`config.mk`:
```
export PLATFORM = sky130hd
export DESIGN_NAME = pc_stack_unit
export DESIGN_NICKNAME = d
export VERILOG_FILES = /design/src/rtl/pc_pkg.sv /design/src/rtl/pc_stack_unit_ras_stack.sv /design/src/rtl/pc_stack_unit.sv
export SDC_FILE = /design/constraint.sdc
export NUM_CORES = 1
export LEC_CHECK = 0
export ABC_CLOCK_PERIOD_IN_PS = 4200
export CORE_MARGIN = 1.5
export CORE_UTILIZATION = 57
export DETAILED_ROUTE_END_ITERATION = 10
export HOLD_SLACK_MARGIN = 0.08
export PLACE_DENSITY_LB_ADDON = 0.12
export SLEW_MARGIN = 20
export SYNTH_ARGS = -nofsm -noshare
export SYNTH_HDL_FRONTEND = slang
export SYNTH_SLANG_ARGS = --single-unit
```
`constraint.sdc`:
```
create_clock -name clk -period 4.2 [get_ports clk]
set_input_delay 1.05 -clock clk [delete_from_list [all_inputs] [get_ports clk]]
set_output_delay 1.05 -clock clk [all_outputs]
set_load 0.01 [all_outputs]
```
`src/rtl/pc_pkg.sv`:
```
// Shared types and defaults for the fetch-address unit.
// Decoded operation enum and default parameter values.
package pc_pkg;

  localparam int DEF_ADDR_W      = 11;
  localparam int DEF_STACK_DEPTH = 8;
  localparam int DEF_RESET_ADDR  = 0;

  typedef enum logic [2:0] {
    OP_HOLD,
    OP_INC,
    OP_BRANCH,
    OP_CALL,
    OP_RET
  } pc_op_e;

endpackage

```
`src/rtl/pc_stack_unit_ras_stack.sv`:
```
// Return-address LIFO.
// Only the count is reset; entry storage is don't-care after reset.
module ras_stack #(
  parameter int ADDR_W      = 11,
  parameter int STACK_DEPTH = 8,
  localparam int CW = $clog2(STACK_DEPTH + 1),
  localparam int IW = (STACK_DEPTH > 1) ? $clog2(STACK_DEPTH) : 1
) (
  input  logic              clk,
  input  logic              rst,
  input  logic              push,
  input  logic              pop,
  input  logic [ADDR_W-1:0] din,
  output logic [ADDR_W-1:0] top,
  output logic [CW-1:0]     count,
  output logic              full,
  output logic              empty
);

  logic [ADDR_W-1:0] mem [0:(1<<IW)-1];
  logic [IW-1:0]     top_idx;
  logic [IW-1:0]     wr_idx;

  assign full    = (count == CW'(STACK_DEPTH));
  assign empty   = (count == '0);
  assign top_idx = IW'(count - CW'(1));
  assign wr_idx  = IW'(count);
  assign top     = mem[top_idx];

  // Entry write on an accepted push.
  always_ff @(posedge clk) begin
    if (push && !full) begin
      mem[wr_idx] <= din;
    end
  end

  // Occupancy tracking; push and pop are exclusive.
  always_ff @(posedge clk or posedge rst) begin
    if (rst) begin
      count <= '0;
    end else if (push && !full) begin
      count <= count + CW'(1);
    end else if (pop && !empty) begin
      count <= count - CW'(1);
    end
  end

endmodule

```
`src/rtl/pc_stack_unit.sv`:
```
// Program counter with return-address stack.
// Priority decode of ret/call/branch/inc, pc register, sticky flags.
import pc_pkg::*;

module pc_stack_unit #(
  parameter int ADDR_W      = DEF_ADDR_W,
  parameter int STACK_DEPTH = DEF_STACK_DEPTH,
  parameter int RESET_ADDR  = DEF_RESET_ADDR,
  localparam int CW = $clog2(STACK_DEPTH + 1)
) (
  input  logic              clk,
  input  logic              rst,
  input  logic              stall,
  input  logic              inc,
  input  logic              branch_en,
  input  logic [ADDR_W-1:0] branch_addr,
  input  logic              call_en,
  input  logic [ADDR_W-1:0] call_addr,
  input  logic              ret_en,
  input  logic              err_clr,
  output logic [ADDR_W-1:0] pc,
  output logic [CW-1:0]     stack_count,
  output logic              stack_overflow,
  output logic              stack_underflow
);

  pc_op_e            op;
  logic [ADDR_W-1:0] pc_inc;
  logic [ADDR_W-1:0] top;
  logic              full;
  logic              empty;
  logic              push;
  logic              pop;
  logic              set_ovf;
  logic              set_unf;

  assign pc_inc  = pc + ADDR_W'(1);
  assign push    = (op == OP_CALL) && !full;
  assign pop     = (op == OP_RET) && !empty;
  assign set_ovf = (op == OP_CALL) && full;
  assign set_unf = (op == OP_RET) && empty;

  // Pick one operation per cycle; stall forces hold.
  always_comb begin
    op = OP_HOLD;
    if (!stall) begin
      priority case (1'b1)
        ret_en:    op = OP_RET;
        call_en:   op = OP_CALL;
        branch_en: op = OP_BRANCH;
        inc:       op = OP_INC;
        default:   op = OP_HOLD;
      endcase
    end
  end

  ras_stack #(
    .ADDR_W      (ADDR_W),
    .STACK_DEPTH (STACK_DEPTH)
  ) u_ras (
    .clk   (clk),
    .rst   (rst),
    .push  (push),
    .pop   (pop),
    .din   (pc_inc),
    .top   (top),
    .count (stack_count),
    .full  (full),
    .empty (empty)
  );

  // Fetch address update; refused call/ret fall through to pc+1.
  always_ff @(posedge clk or posedge rst) begin
    if (rst) begin
      pc <= ADDR_W'(RESET_ADDR);
    end else begin
      unique case (op)
        OP_RET:    pc <= empty ? pc_inc : top;
        OP_CALL:   pc <= full ? pc_inc : call_addr;
        OP_BRANCH: pc <= branch_addr;
        OP_INC:    pc <= pc_inc;
        default:   pc <= pc;
      endcase
    end
  end

  // Sticky misuse flags; a new error beats a same-cycle clear.
  always_ff @(posedge clk or posedge rst) begin
    if (rst) begin
      stack_overflow  <= 1'b0;
      stack_underflow <= 1'b0;
    end else if (!stall) begin
      stack_overflow  <= (stack_overflow & ~err_clr) | set_ovf;
      stack_underflow <= (stack_underflow & ~err_clr) | set_unf;
    end
  end

endmodule

```
==> results_dict.tcl, run 1 <==
set metrics [dict create \
    status "finished clean" \
    clock_path_buffers 2 \
    ys.flop_type "edfxtp_1" \
    synth_area_leaders "edfxtp_1 55%, dfrtp_1 8.9%, mux4_2 5.6%" \
    antenna_found_initial 0 \
    r2r-start "u_ras.count[1]" \
    routabilityCongestion 0.8953 \
    grt_max_degree 32 \
    min_from "stack_overflow" \
    worstPathBufferInverterCount 1 \
    synthesis.nets 360 \
    critical_path_class "in2reg" \
    p_leak_nw 1.917 \
    ant_nets 0 \
    area_delta_synth_final_pct 16.46 \
    cts_setup_buffers 0 \
    synth_top_area_share_pct 55.00 \
    avgViaCountPerCell 6.355 \
    startpoint_type "input port" \
    std_cell_rows 33 \
    vias 3101 \
    worst_setup_path_end_kind "register" \
    timing.fmax_mhz 309.1 \
    cts-htree-levels 3 \
    port_buffers 46 \
    ir_drop_v 0.0004013 \
    num-nets-final 411 \
    gr-total-overflow 0 \
    drtIter0Drc 256 \
    p_per_area_nw_per_um2 696.7 \
    cts_resized 0 \
    root_buffer "clkbuf_8" \
    grt_pass1_wl_microns 17110 \
    worst_path_max_delay_cell "nor2b_1" \
    wl_per_cell_microns 23.17 \
    rsz0062_at_grt "false" \
    die_h_microns 94.81 \
    cts_tree "built" \
    yosysWarnings 0 \
    synth_most_common_cell "edfxtp_1" \
    dieArea_sq_um 8989 \
    hp-class "reg2reg" \
    maxCapViolCount 0 \
    r2r_setup_slack_ns 1.37 \
    routed_wl_microns 11310 \
    synth_area_leader_cell "edfxtp_1" \
    skew_ns 0.009266 \
    yosys-top-cells-count "88 x edfxtp_1, 40 x nand2_1, 17 x dfrtp_1" \
    ys_seq_area_share_pct 63.85 \
    holdPathEnd "stack_overflow" \
    start_util_pct 58.77 \
    tns_ns 0 \
    die_w_microns 94.81 \
    crit_chain "clkdlybuf4s50_1 > nor3b_4 > nor2b_1 > a22oi_1 > xnor2_1" \
    synth_cell_types 55 \
    cts_sinks 105 \
    core_area_sq_um 8175 \
    tightest_slew_ns 0.9652 \
    drc 0 \
    dr.pass1.iters 6 \
    worstPathArrival_ns 3.48 \
    whs_path_depth 2 \
    reg2reg_depth 7 \
    clock_latency_ns 0.37 \
    worstPathMaxFanout 16 \
    syn_avg_cell_area_sq_um 14.69 \
    hold_buffers 0 \
    drv_slew 0 \
    required_ns 4.44 \
    grt_pass1_vias 3032 \
    final_cell_area_sq_um 5595 \
    synth_area_sq_um 4805 \
    clk_pin_slew_ns 0.10 \
    syn_inst 327 \
    max_stage_delay_ns 0.82 \
    worst_r2r_endpoint "pc[9]" \
    yosys_register_bits 105 \
    async_flop_share_pct 16.19 \
    place_area_sq_um 5395 \
    ios 47 \
    hpwl_microns 7266 \
    finalHoldViolCount 0 \
    drive_gt1_share_pct 13.84 \
    setup_viol_count_final 0 \
    diodes 0 \
    finalCritPeriodShare_pct 77.03 \
    final.min_clock_period_ns 3.235 \
    slew_headroom_pct 35.52 \
    numCtsBuffers 9 \
    synth_edf_count 88 \
    grtUsageTotal_pct 27.15 \
    cpLargestDelayFamily "simple AND/OR/NAND/NOR gates" \
]
==> layout make-up <==
class | instances | area [sq um]
clock inverters | 7 | 76.32
repair buffers | 56 | 535.5
well taps | 105 | 131.4
inverters | 7 | 26.28
flip-flops and latches | 105 | 3068
multi-input cells | 199 | 1634
fillers | 593 | 2580
clock buffers | 9 | 123.9
==> per-layer routing <==
metal,global-route usage (%),wire length (microns),up-vias
met1,37.09,4658,1550
met5,0,0,-
met3,6.039,971,22
li1,-,-,1378
met2,42.50,5344,151
met4,11.07,335,0
==> worst reg2reg max path: cells and delay by family, from the launching register on <==
family / cells / cell delay, ns
XOR/XNOR: 1 / 0.69
AND/OR/NAND/NOR: 1 / 0.08
AO/OA/AOI/OAI: 2 / 0.35
flip-flops: 1 / 0.50
adder cells (fa/ha/maj): 1 / 0.33
multiplexers: 1 / 0.65
buffers and inverters: 1 / 0.12
==> logic make-up after synthesis <==
kind of cell	Yosys count	synth area share, %
AO/OA/AOI/OAI	62	9.011
multiplexers	23	10.63
XOR/XNOR	14	2.865
adder cells (fa/ha/maj)	3	0.7813
flip-flops	105	63.85
buffers and inverters	23	2.682
AND/OR/NAND/NOR	97	10.18
==> flip-flops by register name (all words and copies together) (netlist names) <==
signal	flops
pc	11
stack_underflow	1
u_ras.count	4
stack_overflow	1
u_ras.mem	88
==> cell usage in the layout (no fill, tap or decap), types with 3 or more instances in the layout <==
cell type | Yosys | final
nor2_1 | 16 | 16
mux4_2 | 12 | 12
nand4_1 | 4 | 4
clkbuf_8 | 0 | 9
nand2_1 | 40 | 40
edfxtp_1 | 88 | 88
nor2b_1 | 4 | 4
inv_1 | 7 | 7
buf_4 | 4 | 10
a31oi_1 | 6 | 6
nor3_2 | 1 | 5
o21ai_0 | 8 | 8
a21o_1 | 6 | 6
clkdlybuf4s50_1 | 0 | 46
mux4_1 | 8 | 8
nand3_1 | 6 | 6
xnor2_1 | 8 | 8
o211ai_1 | 3 | 3
ha_1 | 3 | 3
a211oi_1 | 6 | 6
xor2_1 | 4 | 4
mux2i_1 | 3 | 3
nor3_1 | 7 | 3
a21oi_1 | 16 | 16
dfrtp_1 | 17 | 17
==> power by group <==
part / switching (mW) / total (mW) / internal [mW]
Clock: 0.347 / 0.627 / 0.280
Combinational: 0.937 / 1.65 / 0.718
Sequential: 0.169 / 1.62 / 1.45
Total: 1.45 / 3.90 / 2.45
==> per-stage QoR <==
step | cells | setup slack [ns] | hold WS, ns | utilization [%] | power, mW
global placement | 472 | 0.7058 | 0.4666 | 65.99 | 3.264
CTS | 488 | 1.012 | 0.5066 | 68.44 | 3.920
detailed placement | 472 | 0.6213 | 0.4838 | 65.99 | 3.300
finish | 488 | 0.9649 | 0.5052 | 68.44 | 3.898
global route | 488 | 0.9125 | 0.5204 | 68.44 | 4.108
floorplan | 327 | 0.7340 | 0.5083 | - | 2.719
==> worst max path at each step <==
stage | start | slack, ns | depth (start not counted) | endpoint
after detailed placement | stall | 0.62 | 5 | u_ras.count[2]
final | stall | 0.96 | 5 | u_ras.count[2]
after floorplan | u_ras.count[0] | 0.73 | 8 | u_ras.mem[0][0]
after CTS | stall | 1.01 | 5 | u_ras.count[2]
after global routing | stall | 0.91 | 6 | pc[10]
after global placement | stall | 0.71 | 5 | u_ras.count[2]
Power figures use the tool's default switching activity.
==> run 2, diff against run 1 <==
--- a/config.mk
+++ b/config.mk
@@ -5,7 +5,7 @@
 export SDC_FILE = /design/constraint.sdc
 export NUM_CORES = 1
 export LEC_CHECK = 0
-export ABC_CLOCK_PERIOD_IN_PS = 4200
+export ABC_CLOCK_PERIOD_IN_PS = 3000
 export CORE_MARGIN = 1.5
 export CORE_UTILIZATION = 57
 export DETAILED_ROUTE_END_ITERATION = 10
==> constraint.sdc (replaced) <==
create_clock -name clk -period 3 [get_ports clk]
set_input_delay 0.75 -clock clk [delete_from_list [all_inputs] [get_ports clk]]
set_output_delay 0.75 -clock clk [all_outputs]
set_load 0.01 [all_outputs]
==> results_dict.tcl, run 2 (synthesized netlist as in run 1, its figures left out) <==
set metrics [dict create \
    seqPwrFrac_pct 41.8 \
    timing.fmax_mhz 399.0 \
    die_w_microns 94.81 \
    finalCritPeriodShare_pct 83.54 \
    dieArea_sq_um 8989 \
    required_ns 2.25 \
    worst_setup_path_end_kind "primary output" \
    drive_gt1_share_pct 15.37 \
    ios 47 \
    worstPathArrival_ns 1.76 \
    combPwrFrac_pct 44.2 \
    antenna_found_initial 0 \
    maxCapViolCount 0 \
    finalHoldViolCount 0 \
    drc 0 \
    grt_pass1_vias 2945 \
    p_leak_nw 1.968 \
    final.min_clock_period_ns 2.506 \
    avgViaCountPerCell 5.982 \
    dr.pass1.iters 4 \
    std_cell_rows 33 \
    min_from "stack_overflow" \
    cts_tree "built" \
    cts_sinks 105 \
    setup_slack_ns 0.4938 \
    num-nets-final 425 \
    largest_reg_flops 88 \
    drtIter0Drc 150 \
    layout_common_cells "88 x edfxtp_1, 46 x clkdlybuf4s50_1, 40 x nand2_1" \
    diodes 0 \
    setup_viol_count_final 0 \
    utilization_pct 69.10 \
    reg2reg_depth 8 \
    cts_resized 0 \
    clk_pin_slew_ns 0.10 \
    grt_pass1_wl_microns 15980 \
    tns_ns 0 \
    routabilityCongestion 0.8674 \
    startpoint_type "register" \
    cts_setup_buffers 0 \
    hold_slack_ns 0.4885 \
    ant_nets 0 \
    vias 3003 \
    p_sw_share_pct 37.07 \
    status "finished clean" \
    wl_per_cell_microns 21.02 \
    place_ws_ns 0.2682 \
    final_common_cell "edfxtp_1" \
    clock_latency_ns 0.35 \
    p_int_mw 3.419 \
    hpwl_microns 7607 \
    numCtsBuffers 9 \
    grtUsageTotal_pct 25.30 \
    gr-total-overflow 0 \
    ir_drop_v 0.0005347 \
    whs_path_depth 2 \
    rsz0062_at_grt "false" \
    start_util_pct 58.77 \
    crit_start "u_ras.count[0]" \
    hp-class "reg2reg" \
    root_buffer "clkbuf_8" \
    hold_buffers 0 \
    tightest_slew_ns 0.7959 \
    power.total_mw 5.434 \
    core_area_sq_um 8175 \
    slew_headroom_pct 46.56 \
    p_sw_mw 2.014 \
    grt_max_degree 32 \
    worstPathMaxFanout 31 \
    port_buffers 46 \
    p_per_area_nw_per_um2 961.9 \
    top_regs "u_ras.mem x88, pc x11, u_ras.count x4" \
    critical_path_class "reg2out" \
    routed_wl_microns 10550 \
    top_register "u_ras.mem" \
    r2r-start "u_ras.count[1]" \
    skew_ns 0.01525 \
    cts-htree-levels 3 \
    die_h_microns 94.81 \
    drv_slew 0 \
    area_delta_synth_final_pct 17.58 \
    clockPowerShare_pct 14.0 \
    clock_path_buffers 2 \
]
run 2: cell count changes in the layout (fill, tap and decap cells not counted):
cell,delta
buf_4,+14
nor3_1,+4
nor3_2,-4
bufinv_16,-1
clkbuf_1,+1
clkinv_1,+1
clkinv_4,-1
run 2: power groups by stage:
stage / registers [mW] / clock network, mW / logic [mW]
3_3_place_gp: 2.30 / 0 / 2.37
4_1_cts: 2.27 / 0.777 / 2.41
2_1_floorplan: 2.26 / 0 / 1.55
6_report: 2.27 / 0.760 / 2.40
5_1_grt: 2.30 / 0.829 / 2.61
3_5_place_dp: 2.30 / 0 / 2.40
run 2: path summary, 6_finish.rpt:
kind                                        to  slack (ns)
worst min-delay path            stack_overflow        0.49
min in group asynchronous       u_ras.count[2]        0.79
worst max register to register           pc[9]        0.53
max in group asynchronous                pc[2]        1.76
worst max-delay path            stack_count[0]        0.49
worst min register to register  stack_overflow        0.49
run 2: cell type report:
type / instances / area [sq um]
fill: 600 / 2526
sequential: 105 / 3068
clock buffer: 10 / 127.6
multi-input combinational: 199 / 1614
tap: 105 / 131.4
inverter: 7 / 26.28
clock inverter: 6 / 41.29
timing repair buffer: 70 / 640.6
run 2: metal layers:
metal  vias to the layer above  wire length, microns  track usage [%]  share of wire, %
met5                         -                     0                0                 0
met4                         0                   208            11.82               2.0
met3                        13                   809            4.670               7.7
met2                       108                  4989            39.23                47
met1                      1473                  4544            34.93                43
li1                       1409                     -                -                 -
run 2: metrics by stage:
stage                     cells  area [sq um]
after floorplan             327          4811
after global routing        502          5649
after detailed placement    486          5480
after global placement      486          5480
final                       502          5649
after CTS                   502          5649
run 2: worst max-delay path: stages (launching register included):
cell,delay (ns)
dfrtp_1,0.36
buf_4,0.41
clkdlybuf4s50_1,0.63
==> run 3, diff against run 2 <==
--- a/config.mk
+++ b/config.mk
@@ -5,9 +5,9 @@
 export SDC_FILE = /design/constraint.sdc
 export NUM_CORES = 1
 export LEC_CHECK = 0
-export ABC_CLOCK_PERIOD_IN_PS = 3000
+export ABC_CLOCK_PERIOD_IN_PS = 2150
 export CORE_MARGIN = 1.5
-export CORE_UTILIZATION = 57
+export CORE_UTILIZATION = 51
 export DETAILED_ROUTE_END_ITERATION = 10
 export HOLD_SLACK_MARGIN = 0.08
 export PLACE_DENSITY_LB_ADDON = 0.12
==> constraint.sdc (replaced) <==
create_clock -name clk -period 2.15 [get_ports clk]
set_input_delay 0.5375 -clock clk [delete_from_list [all_inputs] [get_ports clk]]
set_output_delay 0.5375 -clock clk [all_outputs]
set_load 0.01 [all_outputs]
==> results_dict.tcl, run 3 (synthesized netlist as in run 1, its figures left out) <==
set metrics [dict create \
    diodes 0 \
    r2r_setup_slack_ns 0.08 \
    core_area_sq_um 9196 \
    rsz0062_at_grt "true" \
    layout_common_cells "88 x edfxtp_1, 54 x buf_4, 46 x clkdlybuf4s50_1" \
    clockPowerShare_pct 12.4 \
    place_ws_ns -0.2467 \
    ios 47 \
    grt_pass1_vias 3255 \
    dieArea_sq_um 10010 \
    cpLargestDelayFamily "compound AO/OA/AOI/OAI gates" \
    clock_latency_ns 0.36 \
    hpwl_microns 8597 \
    crit_chain "inv_6 > ha_4 > buf_4 > and3b_2 > buf_4 > a221o_2 > and2_1 > o22a_1" \
    cts_sinks 105 \
    tightest_slew_ns 0.5411 \
    top_regs "u_ras.mem x88, pc x11, u_ras.count x4" \
    p_leak_nw 2.217 \
    worstPathArrival_ns 2.32 \
    antenna_found_initial 0 \
    worst_path_max_delay_cell "dfrtp_2" \
    crit_path_frequent_cell "buf_4" \
    hp-class "in2async" \
    std_cell_rows 35 \
    drc 0 \
    required_ns 2.40 \
    p_sw_share_pct 37.47 \
    avgViaCountPerCell 5.910 \
    met2_usage_pct 42.12 \
    ir_drop_v 0.0005665 \
    grt.busiest_layer "met2" \
    combPwrFrac_pct 51.9 \
    worst_r2r_endpoint "pc[10]" \
    vias 3215 \
    placed_cells 523 \
    dr.pass1.iters 4 \
    layout.cells.non_filler 544 \
    use_met1_pct 36.23 \
    top_register "u_ras.mem" \
    area_delta_synth_final_pct 27.92 \
    port_buffers 46 \
    die_w_microns 100.1 \
    max_stage_delay_ns 0.44 \
    timing.fmax_mhz 484.1 \
    p_per_area_nw_per_um2 1382 \
    grtUsageTotal_pct 26.22 \
    worstPathMaxFanout 7 \
    drv_slew 0 \
    startpoint_type "register" \
    cts_tree "built" \
    setup_viol_count_final 0 \
    slew_headroom_pct 63.00 \
    grt_use_met3_pct 4.596 \
    skew_ns 0.01232 \
    grt_pass1_wl_microns 18890 \
    reg2reg_depth 8 \
    tns_ns 0 \
    p_int_mw 5.312 \
    worst_setup_path_end_kind "register" \
    root_buffer "clkbuf_8" \
    gr-total-overflow 0 \
    worstPathBufferInverterCount 3 \
    wl_per_cell_microns 22.31 \
    grt_max_degree 18 \
    seqPwrFrac_pct 35.7 \
    final_common_cell "edfxtp_1" \
    clock_path_buffers 2 \
    routabilityCongestion 0.8365 \
    drtIter0Drc 172 \
    clk_pin_slew_ns 0.10 \
    finalCritPeriodShare_pct 96.08 \
    setup_slack_ns 0.08435 \
    final.min_clock_period_ns 2.066 \
    drive_gt1_share_pct 26.56 \
    die_h_microns 100.1 \
    ant_nets 0 \
    hold_buffers 0 \
    power.total_mw 8.496 \
    critical_path_class "reg2reg" \
    r2r-start "u_ras.count[0]" \
    maxCapViolCount 0 \
    cts-htree-levels 3 \
    routed_wl_microns 12130 \
    largest_reg_flops 88 \
    finalHoldViolCount 0 \
    status "finished clean" \
    start_util_pct 52.24 \
    p_sw_mw 3.184 \
    num-nets-final 463 \
    numCtsBuffers 9 \
]
-- run 3: timing repair --
action	in CTS	in global routing
gates resized for setup	4	5
setup endpoints to repair	2	7
cloned	1	0
setup buffers	1	5
-- run 3: layer usage --
layer | wire [microns] | share of wire [%]
met3 | 818 | 6.7
met4 | 251 | 2.1
met5 | 0 | 0
met1 | 5133 | 42
met2 | 5930 | 49
-- run 3: worst max path at each step --
stage | cells after the start | from | slack (ns) | endpoint
4_1_cts | 2 | u_ras.count[0] | 0.02 | stack_count[0]
3_5_place_dp | 6 | ret_en | -0.25 | u_ras.mem[7][1]
6_report | 8 | u_ras.count[0] | 0.08 | pc[10]
3_3_place_gp | 6 | stall | -0.25 | u_ras.mem[7][1]
5_1_grt | 8 | u_ras.count[0] | -0.02 | pc[10]
2_1_floorplan | 8 | u_ras.count[0] | -0.16 | u_ras.mem[0][0]
-- run 3: metrics by stage --
stage          util [%]  hold slack (ns)  cell area [sq um]
2_1_floorplan         -           0.4635               4907
3_3_place_gp      63.82           0.4599               5869
3_5_place_dp      63.82           0.4750               5869
4_1_cts           66.22           0.4825               6090
5_1_grt           66.83           0.5145               6146
6_report          66.83           0.4786               6146
-- run 3: power by group through the flow --
stage               sequential [mW]  combinational (mW)  clock (mW)
floorplan                      3.17                2.32           0
global placement               3.06                4.12           0
detailed placement             3.06                4.16           0
CTS                            3.03                4.33        1.09
global route                   3.07                4.73        1.16
finish                         3.03                4.41        1.05
-- run 3: final cells by class --
type / instances / area (sq um)
repair buffers: 108 / 1039
clock inverters: 5 / 35.03
flip-flops and latches: 105 / 3070
clock buffers: 9 / 123.9
fillers: 655 / 3050
well taps: 111 / 138.9
inverters: 7 / 31.28
multi-input cells: 199 / 1708
-- run 3: worst reg2reg max path: stages, from the launching register on --
cell and delay, ns:
dfrtp_2 0.44, inv_6 0.06, ha_4 0.17, buf_4 0.15, and3b_2 0.24, buf_4 0.16, a221o_2 0.41, and2_1 0.16
o22a_1 0.17
